<file path="src/rtl/mips_decls_p.sv">
// Shared declarations for the multicycle MIPS controller.
// Holds the opcode/funct field types, the opcode and funct constants, the FSM
// state type, the 2-bit datapath select encodings and the control word struct
// produced by the state decoder.
package mips_decls_p;

  typedef logic [5:0] opcode_t;
  typedef logic [5:0] funct_t;

  localparam opcode_t OP_RTYPE = 6'b000000;
  localparam opcode_t OP_J     = 6'b000010;
  localparam opcode_t OP_JAL   = 6'b000011;
  localparam opcode_t OP_BEQ   = 6'b000100;
  localparam opcode_t OP_ADDI  = 6'b001000;
  localparam opcode_t OP_LW    = 6'b100011;
  localparam opcode_t OP_SW    = 6'b101011;
  localparam funct_t  FUNCT_JR = 6'b001000;

  typedef enum logic [3:0] {
    FETCH   = 4'd0,
    DECODE  = 4'd1,
    MEMADR  = 4'd2,
    MEMRD   = 4'd3,
    MEMWB   = 4'd4,
    MEMWR   = 4'd5,
    RTYPEEX = 4'd6,
    ALUWB   = 4'd7,
    ADDIEX  = 4'd8,
    ADDIWB  = 4'd9,
    BEQEX   = 4'd10,
    JEX     = 4'd11,
    JALEX   = 4'd12,
    JREX    = 4'd13,
    ERROR   = 4'd14
  } statetype_t;

  localparam logic [1:0] PCSRC_SEQ     = 2'b00;
  localparam logic [1:0] PCSRC_BRANCH  = 2'b01;
  localparam logic [1:0] PCSRC_JUMP    = 2'b10;
  localparam logic [1:0] PCSRC_JR      = 2'b11;

  localparam logic [1:0] ALUSRCB_REG   = 2'b00;
  localparam logic [1:0] ALUSRCB_FOUR  = 2'b01;
  localparam logic [1:0] ALUSRCB_IMM   = 2'b10;
  localparam logic [1:0] ALUSRCB_BRT   = 2'b11;

  localparam logic [1:0] REGDST_RT     = 2'b00;
  localparam logic [1:0] REGDST_RD     = 2'b01;
  localparam logic [1:0] REGDST_RA     = 2'b10;

  localparam logic [1:0] MEMTOREG_ALU  = 2'b00;
  localparam logic [1:0] MEMTOREG_MEM  = 2'b01;
  localparam logic [1:0] MEMTOREG_PC   = 2'b10;

  localparam logic [1:0] ALUOP_ADD     = 2'b00;
  localparam logic [1:0] ALUOP_SUB     = 2'b01;
  localparam logic [1:0] ALUOP_FUNCT   = 2'b10;

  typedef struct packed {
    logic       pcwrite;
    logic       irwrite;
    logic       regwrite;
    logic       memread;
    logic       memwrite;
    logic       iord;
    logic       alusrca;
    logic [1:0] regdst;
    logic [1:0] memtoreg;
    logic [1:0] alusrcb;
    logic [1:0] aluop;
    logic [1:0] pcsrc;
  } ctrl_t;

endpackage

</file>
<file path="src/rtl/mc_outdec.sv">
// Combinational state-to-control decoder for the multicycle controller.
// Ports:
//   state     in  current FSM state
//   zero      in  ALU zero flag (qualifies the branch PC write)
//   mem_ready in  memory completes this cycle (qualifies the fetch IR/PC write)
//   ctrl      out full control word; every field not named for a state is 0
module mc_outdec
  import mips_decls_p::*;
(
  input  statetype_t state,
  input  logic       zero,
  input  logic       mem_ready,
  output ctrl_t      ctrl
);

  // Map each state to its datapath enables and selects.
  always_comb begin
    ctrl = '0;
    case (state)
      FETCH: begin
        ctrl.memread = 1'b1;
        ctrl.alusrcb = ALUSRCB_FOUR;
        ctrl.irwrite = mem_ready;
        ctrl.pcwrite = mem_ready;
        ctrl.pcsrc   = PCSRC_SEQ;
      end
      DECODE:  ctrl.alusrcb = ALUSRCB_BRT;
      MEMADR: begin
        ctrl.alusrca = 1'b1;
        ctrl.alusrcb = ALUSRCB_IMM;
      end
      MEMRD: begin
        ctrl.iord    = 1'b1;
        ctrl.memread = 1'b1;
      end
      MEMWB: begin
        ctrl.regwrite = 1'b1;
        ctrl.memtoreg = MEMTOREG_MEM;
        ctrl.regdst   = REGDST_RT;
      end
      MEMWR: begin
        ctrl.iord     = 1'b1;
        ctrl.memwrite = 1'b1;
      end
      RTYPEEX: begin
        ctrl.alusrca = 1'b1;
        ctrl.aluop   = ALUOP_FUNCT;
      end
      ALUWB: begin
        ctrl.regwrite = 1'b1;
        ctrl.regdst   = REGDST_RD;
      end
      ADDIEX: begin
        ctrl.alusrca = 1'b1;
        ctrl.alusrcb = ALUSRCB_IMM;
      end
      ADDIWB: begin
        ctrl.regwrite = 1'b1;
        ctrl.regdst   = REGDST_RT;
      end
      BEQEX: begin
        ctrl.alusrca = 1'b1;
        ctrl.aluop   = ALUOP_SUB;
        ctrl.pcsrc   = PCSRC_BRANCH;
        ctrl.pcwrite = zero;
      end
      JEX: begin
        ctrl.pcsrc   = PCSRC_JUMP;
        ctrl.pcwrite = 1'b1;
      end
      JALEX: begin
        ctrl.pcsrc    = PCSRC_JUMP;
        ctrl.pcwrite  = 1'b1;
        ctrl.regwrite = 1'b1;
        ctrl.regdst   = REGDST_RA;
        ctrl.memtoreg = MEMTOREG_PC;
      end
      JREX: begin
        ctrl.pcsrc   = PCSRC_JR;
        ctrl.pcwrite = 1'b1;
      end
      default: ctrl = '0;  // ERROR and unused encodings: everything off
    endcase
  end

endmodule

</file>
<file path="src/rtl/mc_controller.sv">
// Multicycle MIPS control FSM (Moore) with memory-wait timeout and sticky
// illegal/timeout flags.
// Parameters:
//   MEM_TIMEOUT  max consecutive memory wait cycles before ERROR (0 = never)
//   EN_LINK      1 enables JAL/JR, 0 decodes them as illegal
// Ports:
//   clk, reset            clock and synchronous active-high reset
//   opcode, funct         instruction fields, looked at only in DECODE
//   zero, mem_ready       ALU zero flag, memory completion strobe
//   pcwrite..alusrca      1-bit datapath enables/selects
//   regdst..pcsrc         2-bit datapath selects
//   state                 current state (debug)
//   illegal, timeout      sticky error flags, cleared only by reset
module mc_controller
  import mips_decls_p::*;
#(
  parameter int unsigned MEM_TIMEOUT = 32'd16,
  parameter int unsigned EN_LINK     = 32'd1
) (
  input  logic       clk,
  input  logic       reset,
  input  opcode_t    opcode,
  input  funct_t     funct,
  input  logic       zero,
  input  logic       mem_ready,
  output logic       pcwrite,
  output logic       irwrite,
  output logic       regwrite,
  output logic       memread,
  output logic       memwrite,
  output logic       iord,
  output logic       alusrca,
  output logic [1:0] regdst,
  output logic [1:0] memtoreg,
  output logic [1:0] alusrcb,
  output logic [1:0] aluop,
  output logic [1:0] pcsrc,
  output statetype_t state,
  output logic       illegal,
  output logic       timeout
);

  // A zero timeout still needs a legal 1-bit counter.
  localparam int unsigned CW      = (MEM_TIMEOUT > 32'd0) ? $clog2(MEM_TIMEOUT + 32'd1) : 32'd1;
  localparam int unsigned TO_LIM  = (MEM_TIMEOUT > 32'd0) ? (MEM_TIMEOUT - 32'd1) : 32'd0;
  localparam logic [CW-1:0] TO_LAST = CW'(TO_LIM);
  localparam logic          LINK_ON = (EN_LINK != 32'd0);

  statetype_t    state_r;
  statetype_t    state_next;
  logic [CW-1:0] wait_cnt_r;
  logic          is_sw_r;
  logic          illegal_r;
  logic          timeout_r;
  logic          set_illegal;
  logic          set_timeout;
  logic          in_wait;
  logic          to_hit;
  ctrl_t         ctrl;

  assign in_wait = (state_r == FETCH) || (state_r == MEMRD) || (state_r == MEMWR);
  // The cycle being counted is the one that reaches the limit; mem_ready wins.
  assign to_hit  = (MEM_TIMEOUT > 32'd0) && in_wait && !mem_ready && (wait_cnt_r == TO_LAST);

  // Next-state logic and error-flag set requests.
  always_comb begin
    state_next  = state_r;
    set_illegal = 1'b0;
    set_timeout = 1'b0;
    case (state_r)
      FETCH, MEMRD, MEMWR: begin
        if (mem_ready) begin
          if (state_r == FETCH) begin
            state_next = DECODE;
          end else if (state_r == MEMRD) begin
            state_next = MEMWB;
          end else begin
            state_next = FETCH;
          end
        end else if (to_hit) begin
          state_next  = ERROR;
          set_timeout = 1'b1;
        end else begin
          state_next = state_r;
        end
      end
      DECODE: begin
        case (opcode)
          OP_LW, OP_SW: state_next = MEMADR;
          OP_BEQ:       state_next = BEQEX;
          OP_ADDI:      state_next = ADDIEX;
          OP_J:         state_next = JEX;
          OP_JAL: begin
            if (LINK_ON) begin
              state_next = JALEX;
            end else begin
              state_next  = ERROR;
              set_illegal = 1'b1;
            end
          end
          OP_RTYPE: begin
            if (funct != FUNCT_JR) begin
              state_next = RTYPEEX;
            end else if (LINK_ON) begin
              state_next = JREX;
            end else begin
              state_next  = ERROR;
              set_illegal = 1'b1;
            end
          end
          default: begin
            state_next  = ERROR;
            set_illegal = 1'b1;
          end
        endcase
      end
      MEMADR: begin
        if (is_sw_r) begin
          state_next = MEMWR;
        end else begin
          state_next = MEMRD;
        end
      end
      RTYPEEX: state_next = ALUWB;
      ADDIEX:  state_next = ADDIWB;
      MEMWB, ALUWB, ADDIWB, BEQEX, JEX, JALEX, JREX: state_next = FETCH;
      default: state_next = ERROR;  // ERROR holds until reset
    endcase
  end

  // State register, wait counter, load/store latch and sticky flags.
  always_ff @(posedge clk) begin
    if (reset) begin
      state_r    <= FETCH;
      wait_cnt_r <= '0;
      is_sw_r    <= 1'b0;
      illegal_r  <= 1'b0;
      timeout_r  <= 1'b0;
    end else begin
      state_r   <= state_next;
      illegal_r <= illegal_r | set_illegal;
      timeout_r <= timeout_r | set_timeout;
      if (state_next != state_r) begin
        wait_cnt_r <= '0;
      end else if (in_wait && !mem_ready) begin
        wait_cnt_r <= wait_cnt_r + CW'(1'b1);
      end else begin
        wait_cnt_r <= wait_cnt_r;
      end
      // Opcode is only valid in DECODE, so remember load vs store for MEMADR.
      if (state_r == DECODE) begin
        is_sw_r <= (opcode == OP_SW);
      end else begin
        is_sw_r <= is_sw_r;
      end
    end
  end

  mc_outdec u_outdec (
    .state     (state_r),
    .zero      (zero),
    .mem_ready (mem_ready),
    .ctrl      (ctrl)
  );

  // Write/read strobes are forced off while reset is held.
  assign pcwrite  = ctrl.pcwrite  & ~reset;
  assign irwrite  = ctrl.irwrite  & ~reset;
  assign regwrite = ctrl.regwrite & ~reset;
  assign memread  = ctrl.memread  & ~reset;
  assign memwrite = ctrl.memwrite & ~reset;
  assign iord     = ctrl.iord;
  assign alusrca  = ctrl.alusrca;
  assign regdst   = ctrl.regdst;
  assign memtoreg = ctrl.memtoreg;
  assign alusrcb  = ctrl.alusrcb;
  assign aluop    = ctrl.aluop;
  assign pcsrc    = ctrl.pcsrc;
  assign state    = state_r;
  assign illegal  = illegal_r;
  assign timeout  = timeout_r;

endmodule

</file>
<file path="config.mk">
export PLATFORM = sky130hd
export DESIGN_NAME = mc_controller
export DESIGN_NICKNAME = d
export VERILOG_FILES = /design/src/rtl/mips_decls_p.sv /design/src/rtl/mc_outdec.sv /design/src/rtl/mc_controller.sv
export SDC_FILE = /design/constraint.sdc
export NUM_CORES = 1
export LEC_CHECK = 0
export BUFFER_PORTS_ARGS = -buffer_cell sky130_fd_sc_hd__clkbuf_2
export CORE_ASPECT_RATIO = 2
export CORE_MARGIN = 2
export CORE_UTILIZATION = 45
export CTS_BUF_LIST = sky130_fd_sc_hd__clkbuf_4 sky130_fd_sc_hd__clkbuf_8
export CTS_CLUSTER_SIZE = 24
export DETAILED_ROUTE_END_ITERATION = 8
export PLACE_DENSITY = 0.72
export SKIP_CTS_REPAIR_TIMING = 1
export SLEW_MARGIN = 20
export SYNTH_ARGS = -nofsm -noshare
export SYNTH_HDL_FRONTEND = slang
export SYNTH_SLANG_ARGS = --single-unit
</file>
<file path="constraint.sdc">
create_clock -name clk -period 4.35 [get_ports clk]
set_input_delay 0.87 -clock clk [delete_from_list [all_inputs] [get_ports clk]]
set_output_delay 0.87 -clock clk [all_outputs]
set_load 0.05 [all_outputs]
</file>
==> metrics.txt, run 1 <==
top cells by area, synth dfxtp_1 20%, nor2_1 6.3%, nand2_1 5.7%, nor3_1 5.5%, a21oi_1 5.0%; Syn Area/Cell slightly above 7 sq um; critical path required time 3480 ps; Tcrit/Tclk final 0.6875; Initial Util 0.4694; Post-Place Worst Slack 1674 ps; CTS clk-pin slew, worst paths approximately 50 ps; pwr dens about 800 nW/um^2; endpoint arrival time on the critical path 2120 ps; H-tree Lvls 1; most frequent cells in the layout 38 x clkbuf_2, 20 x nor2_1, 18 x nand2_1, 13 x nor3_1; total routed wirelength roughly 3300 microns; Cell Area, Placed 1363 sq um; maximum VDD drop around 0.44 mV; critical path's slowest cell dfxtp_1; CTS Buf Count 3; Tot GR Track Use 0.2382; die height 76.76 microns; fin crit period 2991 ps; Worst setup EP type output pin; max-slew violations 0; mapped cell area 1191 sq um; share of cells above drive strength 1 0.2500; share of the synthesized area in the top cell type 0.2017; commonest non-fill, non-tap cell in the layout clkbuf_2; # IOs 39; Setup Skew 3.992 ps; initial antenna violation count 0; fin area approximately 1400 sq um; Die X 40.38 microns; post-route ant nets 0; CTS tree yes; core area approximately 2500 sq um; status complete, no violations; slew margin rel. 0.3943; final worst slack 1359 ps; DR DRC count 0; Gate Count Post-Synth 166; critical setup path kind flop to output pin; Port Buf Inserts 38; post-synthesis net count 184; gr ovfl total 0; First-pass DRT Iterations 4; total negative slack 0 ps; die area 3100 sq um; DR iter-0 viols 38; unrepaired setup endpoints after global routing false; Clock Sinks 12; sequential area share after synthesis 0.2017; met3 usage 0.02312; yosys warns 0; FMAX 334.4 MHz; clock buffer depth 2; number of enable flip-flop cells after synthesis 0; maxcap violations 0; antenna cells 0; largest net degree at the start of global routing 29; met2 Use GR 0.4286; cell row count 26; GR Layer Usage met1 0.2301; worst hold slack 447.1 ps; first-pass GRT wire length 5464 microns; Clock Latency Late Sink 240 ps; Wirelength per Cell 14.79 microns; Detailed Place HPWL 2612 microns; register bit total from synthesis 12; CP Max Fanout 28; area grow syn2layout 19.01%; Fin. Hold Viols 0; vias in the first global route ~1300; Setup violations, final 0; Tot Pwr ~1.1 mW; CTS root buffer clkbuf_8; max incr delay on CP 910 ps; Static Leak 0.5898 nW; via count 1368; CP startpoint kind flop; Synth Flop Type dfxtp_1; Async SR Flop Fraction 0; Hold Path Class flop to flop; gpl congestion roughly 0.86; area leader, netlist dfxtp_1; worst path cell trace nand2b_1 > a21oi_1 > a21oi_1 > nor2_1 > clkbuf_2; # fillers between 200 and 300; Top cell by count, worst path a21oi_1; vias per inst between 6 and 7; nets@finish 215; synth unique cells between 40 and 50; Slew @ Worst Pin 907.3 ps; GR peak layer met2
[metrics by stage]
step	cells	utilization
3_5_place_dp	220	0.5370
5_1_grt	224	0.5587
3_3_place_gp	220	0.5370
2_1_floorplan	166	-
6_report	224	0.5587
4_1_cts	224	0.5587
[synthesized netlist by cell type (3+ instances only)]
cell type  instances
a31oi_1            4
and3_1             4
nor3_1            13
nor2b_1            3
nand3_1            6
nand2b_1           4
dfxtp_1           12
inv_1              5
xnor2_1            4
and4b_1            3
clkbuf_1           7
nor2_1            20
o21ai_0            6
a21oi_1           12
nand2_1           18
xor2_1             3
buf_2              4
[cell families (layout without fill, tap and decap cells)]
logic type,count (synthesis),in the layout,synth area share
simple gates,81,81,0.3519
compound gates,43,43,0.2836
buf+inv,18,48,0.06408
flops,12,12,0.2017
xor+xnor,7,7,0.05147
mux,3,3,0.02626
fa+ha+maj,2,2,0.02101
[report_power, final]
part	leakage, nW	switching, mW	total [mW]	internal [mW]
combinational	0.463	0.535	0.766	0.231
sequential	0.0976	0.115	0.252	0.137
clock	0.0288	0.0405	0.120	0.0799
[per-layer routing]
layer / vias up / wire, microns
li1: 673 / -
met1: 628 / 1196
met2: 51 / 1851
met3: 16 / 111
met4: 0 / 153
met5: - / 0
[sequential cells by signal (all words and copies together), names as in the netlist]
signal,flops
illegal,1
is_sw_r,1
state,4
timeout,1
wait_cnt_r,5
[critical path, delay by kind of cell (launching register included)]
family / cells / cell delay, ps
flops: 1 / 910
simple gates: 2 / 410
buf+inv: 1 / 290
compound gates: 2 / 260
[final cells by class]
cell class / count / area (sq um) / share of cell area
Timing Repair Buffer: 38 / 190.2 / 0.1342
Inverter: 6 / 22.52 / 0.01589
Multi-Input combinational cell: 136 / 874.6 / 0.6169
Sequential cell: 12 / 240.2 / 0.1695
Tap cell: 28 / 35.03 / 0.02471
Clock buffer: 4 / 55.05 / 0.03883
[path summary, 6_finish.rpt]
path	start	to	slack (ps)	depth (start not counted)
hold reg to reg	illegal	illegal	450	2
setup reg to reg	state[1]	wait_cnt_r[0]	2010	5
hold / removal	illegal	illegal	450	2
setup / recovery	state[1]	alusrcb[1]	1360	5
(Power assumes the default switching activity.)
==> inputs of run 2 (changes only) <==
--- a/config.mk
+++ b/config.mk
@@ -5,14 +5,14 @@
 export SDC_FILE = /design/constraint.sdc
 export NUM_CORES = 1
 export LEC_CHECK = 0
+export ABC_AREA = 1
 export BUFFER_PORTS_ARGS = -buffer_cell sky130_fd_sc_hd__clkbuf_2
-export CORE_ASPECT_RATIO = 2
 export CORE_MARGIN = 2
 export CORE_UTILIZATION = 45
 export CTS_BUF_LIST = sky130_fd_sc_hd__clkbuf_4 sky130_fd_sc_hd__clkbuf_8
 export CTS_CLUSTER_SIZE = 24
 export DETAILED_ROUTE_END_ITERATION = 8
-export PLACE_DENSITY = 0.72
+export PLACE_DENSITY = 0.76
 export SKIP_CTS_REPAIR_TIMING = 1
 export SLEW_MARGIN = 20
 export SYNTH_ARGS = -nofsm -noshare
==> constraint.sdc (replaced) <==
create_clock -name clk -period 2.55 [get_ports clk]
set_input_delay 0.51 -clock clk [delete_from_list [all_inputs] [get_ports clk]]
set_output_delay 0.51 -clock clk [all_outputs]
set_load 0.05 [all_outputs]
==> run 2 against run 1 <==
Total power is 36% higher. Sequential power increased by 16%. Synthesized cell count is 18% higher. Combinational power is 42% higher. Synthesized area decreased by 4.2%. Global-route usage decreased by 5.3 points. Largest power group unchanged. Flip-flop and latch count unchanged. Cell count is 19% higher. Critical path type unchanged. Register-to-register slack worse by 1300 ps.
==> metrics.txt, run 2 <==
main combinational cell family by area after synthesis simple AND/OR/NAND/NOR gates; GR peak layer met2; most frequent cells in the layout 38 x nor2_1, 38 x clkbuf_2, 37 x inv_1, 35 x nand2_1, 16 x nand3_1; Tot GR Track Use 0.1850 (-0.05327); DR DRC count 0 (unchanged); met3 usage 0.02459 (+0.001469); FMAX 442.9 MHz; share of cells above drive strength 1 0.3249 (+0.07489); Synth Flop Type dfxtp_1; setup slack, reg-to-reg 700 ps (-1310 ps); CTS tree yes; area grow syn2layout 24.67%; number of enable flip-flop cells after synthesis 0 (unchanged); critical setup path kind flop to output pin; post-layout util 0.5849 (+0.02620); Die X 54.36 microns (+35%); gr ovfl total 0 (unchanged); Port Buf Inserts 38 (unchanged); Clock Sinks 12 (unchanged); total routed wirelength 2466 microns (-26%); share of the synthesized area in the top cell type 0.2105 (+0.008846); gpl congestion 0.9228 (+7.7%); Slew @ Worst Pin 300.2 ps (-607.1 ps); Syn Area/Cell 5.822 sq um (-19%); met2 Use GR 0.3153 (-0.1133); Fin. Hold Viols 0 (unchanged); post-route ant nets 0 (unchanged); post-synthesis net count 214 (+16%); sequential area share after synthesis 0.2105 (+0.008846); via count 1250 (-8.6%); Worst setup EP type output pin; endpoint arrival time on the critical path 1750 ps (-370 ps); synth unique cells 26 (-43%); CP Max Fanout 6 (-79%); CTS Buf Count 3 (unchanged); critical path required time 2040 ps (-1440 ps); First-pass DRT Iterations 4 (unchanged); cell row count 18 (-31%); Initial Util 0.4691 (about the same); initial antenna violation count 0 (unchanged); die height 54.36 microns (-29%); yosys warns 0 (unchanged); pwr dens 1085 nW/um^2 (+35%); maxcap violations 0 (unchanged); Static Leak 0.8206 nW (+39%); max-slew violations 0 (unchanged); maximum VDD drop 0.6434 mV (+46%); Synth Area in XOR/XNOR 0.02303 (-0.02844); register bit total from synthesis 12 (unchanged); H-tree Lvls 1 (unchanged); list of most frequent post-synthesis cells 42 x nor2_1, 37 x inv_1, 35 x nand2_1; slew margin rel. 0.7996 (+0.4053); Gate Count Post-Synth 196 (+18%); adder-cell share of the synthesized area 0.02193 (+0.0009214); largest net degree at the start of global routing 10 (-66%); Detailed Place HPWL 2039 microns (-22%); mapped cell area 1141 sq um (-4.2%); Wirelength per Cell 9.236 microns (-38%); status complete, no violations; area leader, netlist dfxtp_1; Simple-Gate Fraction of Synth Area 0.5088 (+0.1569); clock buffer depth 2 (unchanged); Setup violations, final 0 (unchanged); Tcrit/Tclk final 0.8854; vias per inst 4.682 (-23%); die area 2954 sq um (-4.7%); Synth Area in Compound Gates 0.07675 (-0.2069); unrepaired setup endpoints after global routing false; fin crit period 2258 ps; Hold Crit Start illegal; top cells by area, synth dfxtp_1 21%, nor2_1 14%, inv_1 12%, nand2_1 12%, nand3_1 7.0%; # IOs 39 (unchanged); mux cell area share after synthesis 0.009868 (-0.01639); total negative slack 0 ps (unchanged); register bank with the most flops wait_cnt_r; GR Layer Usage met1 0.2380 (+0.007944); reg-to-reg startpoint wait_cnt_r[0]; vias in the first global route 1056 (-20%); Async SR Flop Fraction 0 (unchanged); CTS clk-pin slew, worst paths 80 ps (+30 ps); CP startpoint kind flop; CTS root buffer clkbuf_4; worst reg2reg path depth 15 (+10); crit path to pcwrite; Setup Skew 6.795 ps (+2.803 ps); DR iter-0 viols 15 (-61%); antenna cells 0 (unchanged); Reg-to-Reg End wait_cnt_r[3]; core area 2432 sq um (-4.1%); nets@finish 256 (+19%); Critical Path Start state[3]; count leader, synth nor2_1; max reg flops 5 (unchanged); first-pass GRT wire length 4036 microns (-26%); Hold Path Class flop to flop; Clock Latency Late Sink 280 ps (+40 ps)
run 2: worst max-delay path: stages, from the launching register on:
cell and delay [ps]:
dfxtp_1 470, inv_1 120, nor2_1 100, inv_1 100, nor2_4 120, inv_1 70, nor2_1 90, o31ai_1 70
inv_1 60, clkbuf_2 260
run 2: cell type report:
type	instances	area [sq um]
Fill cell	254	1010
Timing Repair Buffer	38	190.2
Sequential cell	12	241.5
Multi-Input combinational cell	139	752.0
Clock buffer	4	36.28
Tap cell	30	37.54
Inverter	44	165.2
run 2: logic make-up after synthesis:
group                    after synthesis
AND/OR/NAND/NOR                      118
buffers and inverters                 45
AO/OA/AOI/OAI                         15
flip-flops                            12
XOR/XNOR                               3
adder cells (fa/ha/maj)                2
multiplexers                           1
run 2: metrics by stage:
step | hold slack (ps) | setup slack, ps | power [mW] | cells | instance area [sq um]
global route | 472.0 | 95.07 | 1.664 | 267 | 1423
CTS | 455.8 | 220.8 | 1.542 | 267 | 1421
floorplan | 502.2 | -6.849 | 1.192 | 196 | 1162
detailed placement | 444.8 | 532.2 | 1.385 | 263 | 1385
global placement | 449.2 | 559.8 | 1.381 | 263 | 1385
finish | 456.8 | 292.3 | 1.543 | 267 | 1423
run 2: worst min-delay path by stage:
stage,endpoint,cells past startpoint
final,illegal,2
after global routing,illegal,2
after CTS,illegal,2
after detailed placement,illegal,2
after global placement,illegal,2
after floorplan,wait_cnt_r[3],3
run 2: routing by layer:
metal  part of all wire  wire [microns]
met5                  0               0
met4              0.013              32
met3              0.039              96
met1               0.50            1235
met2               0.45            1101
run 2: power by group:
group,leakage (nW),switching (mW),internal (mW),total [mW]
Sequential,0.0979,0.0653,0.227,0.292
Combinational,0.702,0.808,0.287,1.09
Clock,0.0210,0.0697,0.0869,0.157
